$ cat src/rtl/log_comp_sched_pkg.sv
// Shared definitions for the log-compression scheduler slice.
// Holds the scheduler FSM state encoding, the default channel and width
// parameters, and the channel-tag width helper used by every file that
// has to size a channel index.
package log_comp_sched_pkg;

    localparam int DEF_NUM_CH     = 4;
    localparam int DEF_LOG_WIDTH  = 16;
    localparam int DEF_COMP_WIDTH = 8;

    typedef enum logic [1:0] {
        ST_ARB     = 2'd0,
        ST_ISSUE   = 2'd1,
        ST_WAIT    = 2'd2,
        ST_DELIVER = 2'd3
    } state_t;

    // Channel-tag width; kept at least 1 bit so tags are never zero-width.
    function automatic int ch_w(input int n);
        return (n > 1) ? $clog2(n) : 1;
    endfunction

endpackage

$ cat src/rtl/log_comp_sched_rr_arbiter.sv
// Round-robin arbiter, purely combinational.
// Ports:
//   req        - request vector, one bit per channel
//   last_grant - index of the channel served most recently
//   grant      - one-hot grant (zero when no request)
//   grant_idx  - binary index of the granted channel
//   any_req    - at least one request is present
// The search starts at last_grant+1 and wraps modulo N, so the most
// recently served channel has the lowest priority.
module rr_arbiter #(
    parameter int N = 4,
    parameter int W = 2
) (
    input  logic [N-1:0] req,
    input  logic [W-1:0] last_grant,
    output logic [N-1:0] grant,
    output logic [W-1:0] grant_idx,
    output logic         any_req
);

    logic [W:0]   sum;
    logic [W-1:0] idx;
    logic         found;

    always_comb begin
        grant     = '0;
        grant_idx = '0;
        found     = 1'b0;
        sum       = '0;
        idx       = '0;
        for (int i = 1; i <= N; i++) begin
            // last_grant < N and i <= N, so one subtraction wraps the sum.
            sum = {1'b0, last_grant} + (W+1)'(i);
            if (sum >= (W+1)'(N)) begin
                sum = sum - (W+1)'(N);
            end
            idx = sum[W-1:0];
            if (!found && req[idx]) begin
                found      = 1'b1;
                grant[idx] = 1'b1;
                grant_idx  = idx;
            end
        end
        any_req = |req;
    end

endmodule

$ cat src/rtl/log_comp_sched.sv
// Scheduler that shares one log-compression stage among NUM_CH channels.
// One sample is in flight at a time: ARB picks a channel round-robin and
// captures its sample, ISSUE hands it to the compressor, WAIT collects the
// compressed result, DELIVER presents it downstream tagged with its channel.
// Ports:
//   clk, reset                  - clock, synchronous active-high reset
//   ch_valid/ch_data/ch_ready   - per-channel request side
//   cmp_in_valid/ready/log_in   - sample to the compressor
//   cmp_out_valid/ready/comp_out- result from the compressor
//   out_valid/ready/data/ch     - tagged result downstream
//   busy                        - high in every state except ARB
//   grant_count                 - samples delivered, wraps at 2^16
//   fsm_state                   - current FSM state, for observation
// Handshakes: a transfer happens on a rising edge where valid and ready are
// both high; a source holds valid and its payload stable until that edge.
module log_comp_sched
    import log_comp_sched_pkg::*;
#(
    parameter int NUM_CH     = DEF_NUM_CH,
    parameter int LOG_WIDTH  = DEF_LOG_WIDTH,
    parameter int COMP_WIDTH = DEF_COMP_WIDTH,
    localparam int CH_W      = ch_w(NUM_CH)
) (
    input  logic                        clk,
    input  logic                        reset,
    input  logic [NUM_CH-1:0]           ch_valid,
    input  logic [NUM_CH*LOG_WIDTH-1:0] ch_data,
    output logic [NUM_CH-1:0]           ch_ready,
    output logic                        cmp_in_valid,
    input  logic                        cmp_in_ready,
    output logic [LOG_WIDTH-1:0]        cmp_log_in,
    input  logic                        cmp_out_valid,
    output logic                        cmp_out_ready,
    input  logic [COMP_WIDTH-1:0]       cmp_comp_out,
    output logic                        out_valid,
    input  logic                        out_ready,
    output logic [COMP_WIDTH-1:0]       out_data,
    output logic [CH_W-1:0]             out_ch,
    output logic                        busy,
    output logic [15:0]                 grant_count,
    output state_t                      fsm_state
);

    state_t               state;
    state_t               next_state;
    logic [CH_W-1:0]      last_grant;
    logic [CH_W-1:0]      cur_ch;
    logic [LOG_WIDTH-1:0] sample;
    logic [NUM_CH-1:0]    grant;
    logic [CH_W-1:0]      grant_idx;
    logic                 any_req;

    rr_arbiter #(
        .N (NUM_CH),
        .W (CH_W)
    ) u_arb (
        .req        (ch_valid),
        .last_grant (last_grant),
        .grant      (grant),
        .grant_idx  (grant_idx),
        .any_req    (any_req)
    );

    assign cmp_log_in = sample;
    assign fsm_state  = state;

    always_comb begin
        next_state    = state;
        ch_ready      = '0;
        cmp_in_valid  = 1'b0;
        cmp_out_ready = 1'b0;
        busy          = 1'b1;
        case (state)
            ST_ARB: begin
                busy = 1'b0;
                // No grant while reset is held: nothing is captured then.
                if (!reset) begin
                    ch_ready = grant;
                end
                if (any_req) begin
                    next_state = ST_ISSUE;
                end
            end
            ST_ISSUE: begin
                cmp_in_valid = 1'b1;
                if (cmp_in_ready) begin
                    next_state = ST_WAIT;
                end
            end
            ST_WAIT: begin
                cmp_out_ready = 1'b1;
                if (cmp_out_valid) begin
                    next_state = ST_DELIVER;
                end
            end
            ST_DELIVER: begin
                if (out_ready) begin
                    next_state = ST_ARB;
                end
            end
            default: next_state = ST_ARB;
        endcase
    end

    always_ff @(posedge clk) begin
        if (reset) begin
            state       <= ST_ARB;
            last_grant  <= CH_W'(NUM_CH - 1);
            cur_ch      <= '0;
            sample      <= '0;
            out_valid   <= 1'b0;
            out_data    <= '0;
            out_ch      <= '0;
            grant_count <= '0;
        end else begin
            state <= next_state;
            case (state)
                ST_ARB: begin
                    if (any_req) begin
                        sample <= ch_data[grant_idx*LOG_WIDTH +: LOG_WIDTH];
                        cur_ch <= grant_idx;
                    end
                end
                ST_WAIT: begin
                    if (cmp_out_valid) begin
                        out_data  <= cmp_comp_out;
                        out_ch    <= cur_ch;
                        out_valid <= 1'b1;
                    end
                end
                ST_DELIVER: begin
                    if (out_ready) begin
                        out_valid   <= 1'b0;
                        last_grant  <= cur_ch;
                        grant_count <= grant_count + 16'd1;
                    end
                end
                default: ;
            endcase
        end
    end

endmodule

$ cat config.mk
export PLATFORM = sky130hd
export DESIGN_NAME = log_comp_sched
export DESIGN_NICKNAME = d
export VERILOG_FILES = /design/src/rtl/log_comp_sched_pkg.sv /design/src/rtl/log_comp_sched_rr_arbiter.sv /design/src/rtl/log_comp_sched.sv
export SDC_FILE = /design/constraint.sdc
export NUM_CORES = 1
export LEC_CHECK = 0
export BUFFER_PORTS_ARGS = -buffer_cell sky130_fd_sc_hd__buf_2
export CORE_ASPECT_RATIO = 1.2
export CORE_MARGIN = 1.5
export CORE_UTILIZATION = 35
export CTS_CLUSTER_SIZE = 14
export DETAILED_ROUTE_END_ITERATION = 10
export HOLD_SLACK_MARGIN = 0.1
export PLACE_DENSITY_LB_ADDON = 0.15
export SLEW_MARGIN = 0
export SYNTH_ARGS = -nofsm -noshare
export SYNTH_HDL_FRONTEND = slang
export SYNTH_SLANG_ARGS = --single-unit
$ cat constraint.sdc
create_clock -name clk -period 5.55 [get_ports clk]
set_clock_uncertainty 0.05 [all_clocks]
set_input_delay 0.2775 -clock clk [delete_from_list [all_inputs] [get_ports clk]]
set_output_delay 0.2775 -clock clk [all_outputs]
set_load 0.01 [all_outputs]
==> flow_summary_export.csv <==
group,metric,value,unit
final_layout,syn2layout_area_growth,24.19,%
synth,yosys_warnings,0,
place,gp_congestion,0.7410,
sta,finalSetupViolCount,0,
synth,synth.distinct_cells,47,
critical_path,r2r_slack,1.71,ns
synth,yosys_register_bits,49,
critical_path,path_max_fanout,65,
floorplan,io_pins,133,
sta,min_period,3.843,ns
route,avgViaCountPerCell,5.193,
critical_path,criticalPathCategory,"flop to flop",
route,dr.pass1.iters,4,
sta,slew_violations,0,
critical_path,endpoint_kind,"flop",
floorplan,initial_utilization,35.81,%
sta,max_freq,260.2,MHz
final_layout,multi_input_area,1882,sq um
sta,slew-limit-headroom,31.13,%
global_routing,grt_busiest_layer,"met2",
clock_network,clock_latency,0.30,ns
synth,synth_seq_area_share,31.99,%
synth,syn_avg_cell_area,8.663,sq um
critical_path,cp.required,5.67,ns
floorplan,die_area,9335,sq um
sta,rsz0062_at_grt,"no",
synth,syn_area,3067,sq um
final_layout,seqCellArea,980.9,sq um
synth,netlist_instances,354,
critical_path,r2r_start,"last_grant[0]$_SDFFE_PP1P_",
global_routing,grt_usage,16.52,%
global_routing,antenna_found_initial,0,
final_layout,fin_util,44.47,%
global_routing,grt_max_degree,66,
global_routing,grt_use_met1,18.65,%
final_layout,drive_gt1_share,34.19,%
synth,synthArstFlopShare,0,%
clock_network,ctsLongestPathBuffers,2,
critical_path,reg2reg_depth,6,
global_routing,grt_pass1_wl,12480,microns
route,vias,3038,
power,worst_ir_drop_vdd,123.3,uV
clock_network,postCtsHoldBufs,0,
route,drc,0,
final_layout,fin_nets,561,
final_layout,n_fill_cell,885,
route,wl_per_cell,13.41,microns
critical_path,rr_endpoint,"cmp_log_in[10]$_SDFFE_PP0P_",
sta,fin_setup_tns,0,ns
synth,synth_flop_cell,"dfxtp_1",
synth,synth-edff-count,0,
power,p_per_area,326.5,nW/um^2
clock_network,ctsResizeCount,0,
sta,worst_pin_slew,1.033,ns
clock_network,clock_sinks,49,
clock_network,cts_max_level,2,
clock_network,tritoncts,"done",
critical_path,critPathArrivalTime,3.97,ns
floorplan,die_w,88.45,microns
route,postRouteAntennaNets,0,
global_routing,overflow,0,
power,total_power,1.244,mW
global_routing,grt_pass1_vias,2760,
sta,final-hold-violation-count,0,
global_routing,grt_util_met2,29.99,%
route,drt-total-wl,7844,microns
final_layout,insertedDiodeCount,0,
route,dr.first_iter.drc_count,120,
critical_path,cp-start-kind,"flop",
clock_network,clk_pin_slew_worst_paths,0.10,ns
min_path,hold_path_class,"primary input to flop",
floorplan,coreArea,8564,sq um
floorplan,rows,37,
power,power.leakage,1.656,nW
critical_path,endpoint,"cmp_log_in[10]$_SDFFE_PP0P_",
run_status,status,"completed",
clock_network,cts_root_buf,"clkbuf_8",
place,dp_hpwl,5800,microns
clock_network,cts_buffers,5,
clock_network,post_cts_buffers,0,
place,numPortBuffers,132,
synth,syn_nets,448,
global_routing,use_met3,4.855,%
floorplan,die_h,105.5,microns
critical_path,crit_start,"last_grant[0]$_SDFFE_PP1P_",
job,cap_violations,0,
sta,finalCritPeriodShare,69.25,%
==> how the worst min path moves through the flow <==
stage,cells past startpoint,startpoint,endpoint
floorplan,2,cmp_comp_out[0],out_data[0]$_SDFFE_PP0P_
global placement,2,cmp_log_in[8]$_SDFFE_PP0P_,cmp_log_in[8]$_SDFFE_PP0P_
detailed placement,2,cmp_log_in[9]$_SDFFE_PP0P_,cmp_log_in[9]$_SDFFE_PP0P_
CTS,3,cmp_comp_out[5],out_data[5]$_SDFFE_PP0P_
global route,3,cmp_comp_out[1],out_data[1]$_SDFFE_PP0P_
finish,3,cmp_comp_out[5],out_data[5]$_SDFFE_PP0P_
==> per-stage QoR <==
step | setup WS (ns) | area [sq um] | instances | hold WS [ns]
5_1_grt | 1.372 | 3809 | 585 | 0.1422
6_report | 1.707 | 3809 | 585 | 0.1496
4_1_cts | 1.654 | 3809 | 585 | 0.1377
2_1_floorplan | 2.525 | 3067 | 354 | 0.3635
3_5_place_dp | 1.671 | 3719 | 577 | 0.3871
3_3_place_gp | 1.796 | 3719 | 577 | 0.3821
==> state kept, by name, summed over array words and instances, names as in the netlist <==
name	flops
cmp_log_in	16
grant_count	16
out_data	8
cur_ch	2
fsm_state	2
last_grant	2
out_ch	2
out_valid	1
==> cell usage after synthesis, types with 2 or more instances <==
cell      number  area, sq um
and3_1         4        25.02
nor2_1        29        108.9
a311oi_1      30        262.8
dfxtp_1       49        980.9
a21boi_0      14        105.1
a211o_1        2        17.52
nand3_1        7        35.03
mux2_2         2        22.52
inv_1          8        30.03
a21boi_2       2        22.52
or3_1          5        31.28
buf_2          9        45.04
o31ai_1       16        120.1
a221o_1        2        20.02
buf_6          8        90.09
nand2b_1       2        12.51
a22oi_1        4        30.03
a21oi_1       18        90.09
a311oi_2       2        30.03
and4_1         2        17.52
mux4_2         3        67.56
a21boi_1      16        120.1
xor2_1         9        78.83
nand2_1       48        180.2
nand4_1        4        25.02
a221oi_1       4        35.03
o31ai_2        2        25.02
and2_1         2        12.51
ha_1          13        162.7
xnor2_1        3        26.28
clkbuf_1       9        33.78
nor3_1         5        25.02
mux2i_1        2        20.02
o21ai_2        2        17.52
o21ai_0        5        25.02
==> power by group <==
part           internal (mW)  switching, mW  total, mW
Sequential             0.427         0.0499      0.477
Combinational          0.227          0.322      0.549
Clock                 0.0897          0.128      0.218
Total                  0.743          0.500       1.24
==> per-layer routing <==
metal	vias to the layer above	wire, microns
met1	1379	3420
li1	1552	-
met2	100	3766
met3	7	580
met5	-	0
met4	0	76
==> final cells by class <==
class / instances / area share, %
Inverter: 9 / 0.8870
Tap cell: 117 / 3.844
Timing Repair Buffer: 134 / 17.74
Multi-Input combinational cell: 268 / 49.41
Sequential cell: 49 / 25.76
Clock inverter: 3 / 0.5585
Clock buffer: 5 / 1.807
==> worst max-delay path, stage by stage, from the launching register on <==
cell	delay, ns
dfxtp_1	0.76
inv_2	0.15
ha_1	0.50
mux4_2	0.69
or3_2	0.93
a311oi_1	0.49
o31ai_1	0.12
==> kinds of logic (layout without fill, tap and decap cells) <==
family,after synthesis,in the layout,synth area share [%]
AOI/OAI and AO/OA,126,126,32.64
and+or+nand+nor,110,110,16.07
DFF,49,49,31.99
buffers and inverters,37,151,6.977
adders and majority gates,13,13,5.304
xor gates and xnor gates,12,12,3.427
muxes,7,7,3.590
==> layout by cell type, fill, tap and decap left out, types with 3 or more instances in the layout <==
master    instances
ha_1             13
a311oi_1         30
nand4_1           4
buf_2           132
xor2_1            9
a21boi_0         14
dfxtp_1          49
xnor2_1           3
o31ai_1          16
nor3_1            5
or3_1             4
nand2_1          48
a21boi_1         16
and3_1            4
a221oi_1          4
a21oi_1          18
inv_1             8
nand3_1           7
a22oi_1           4
o21ai_0           5
clkbuf_8          5
nor2_1           29
mux4_2            3
No activity file was read; power rests on OpenSTA's default activity.
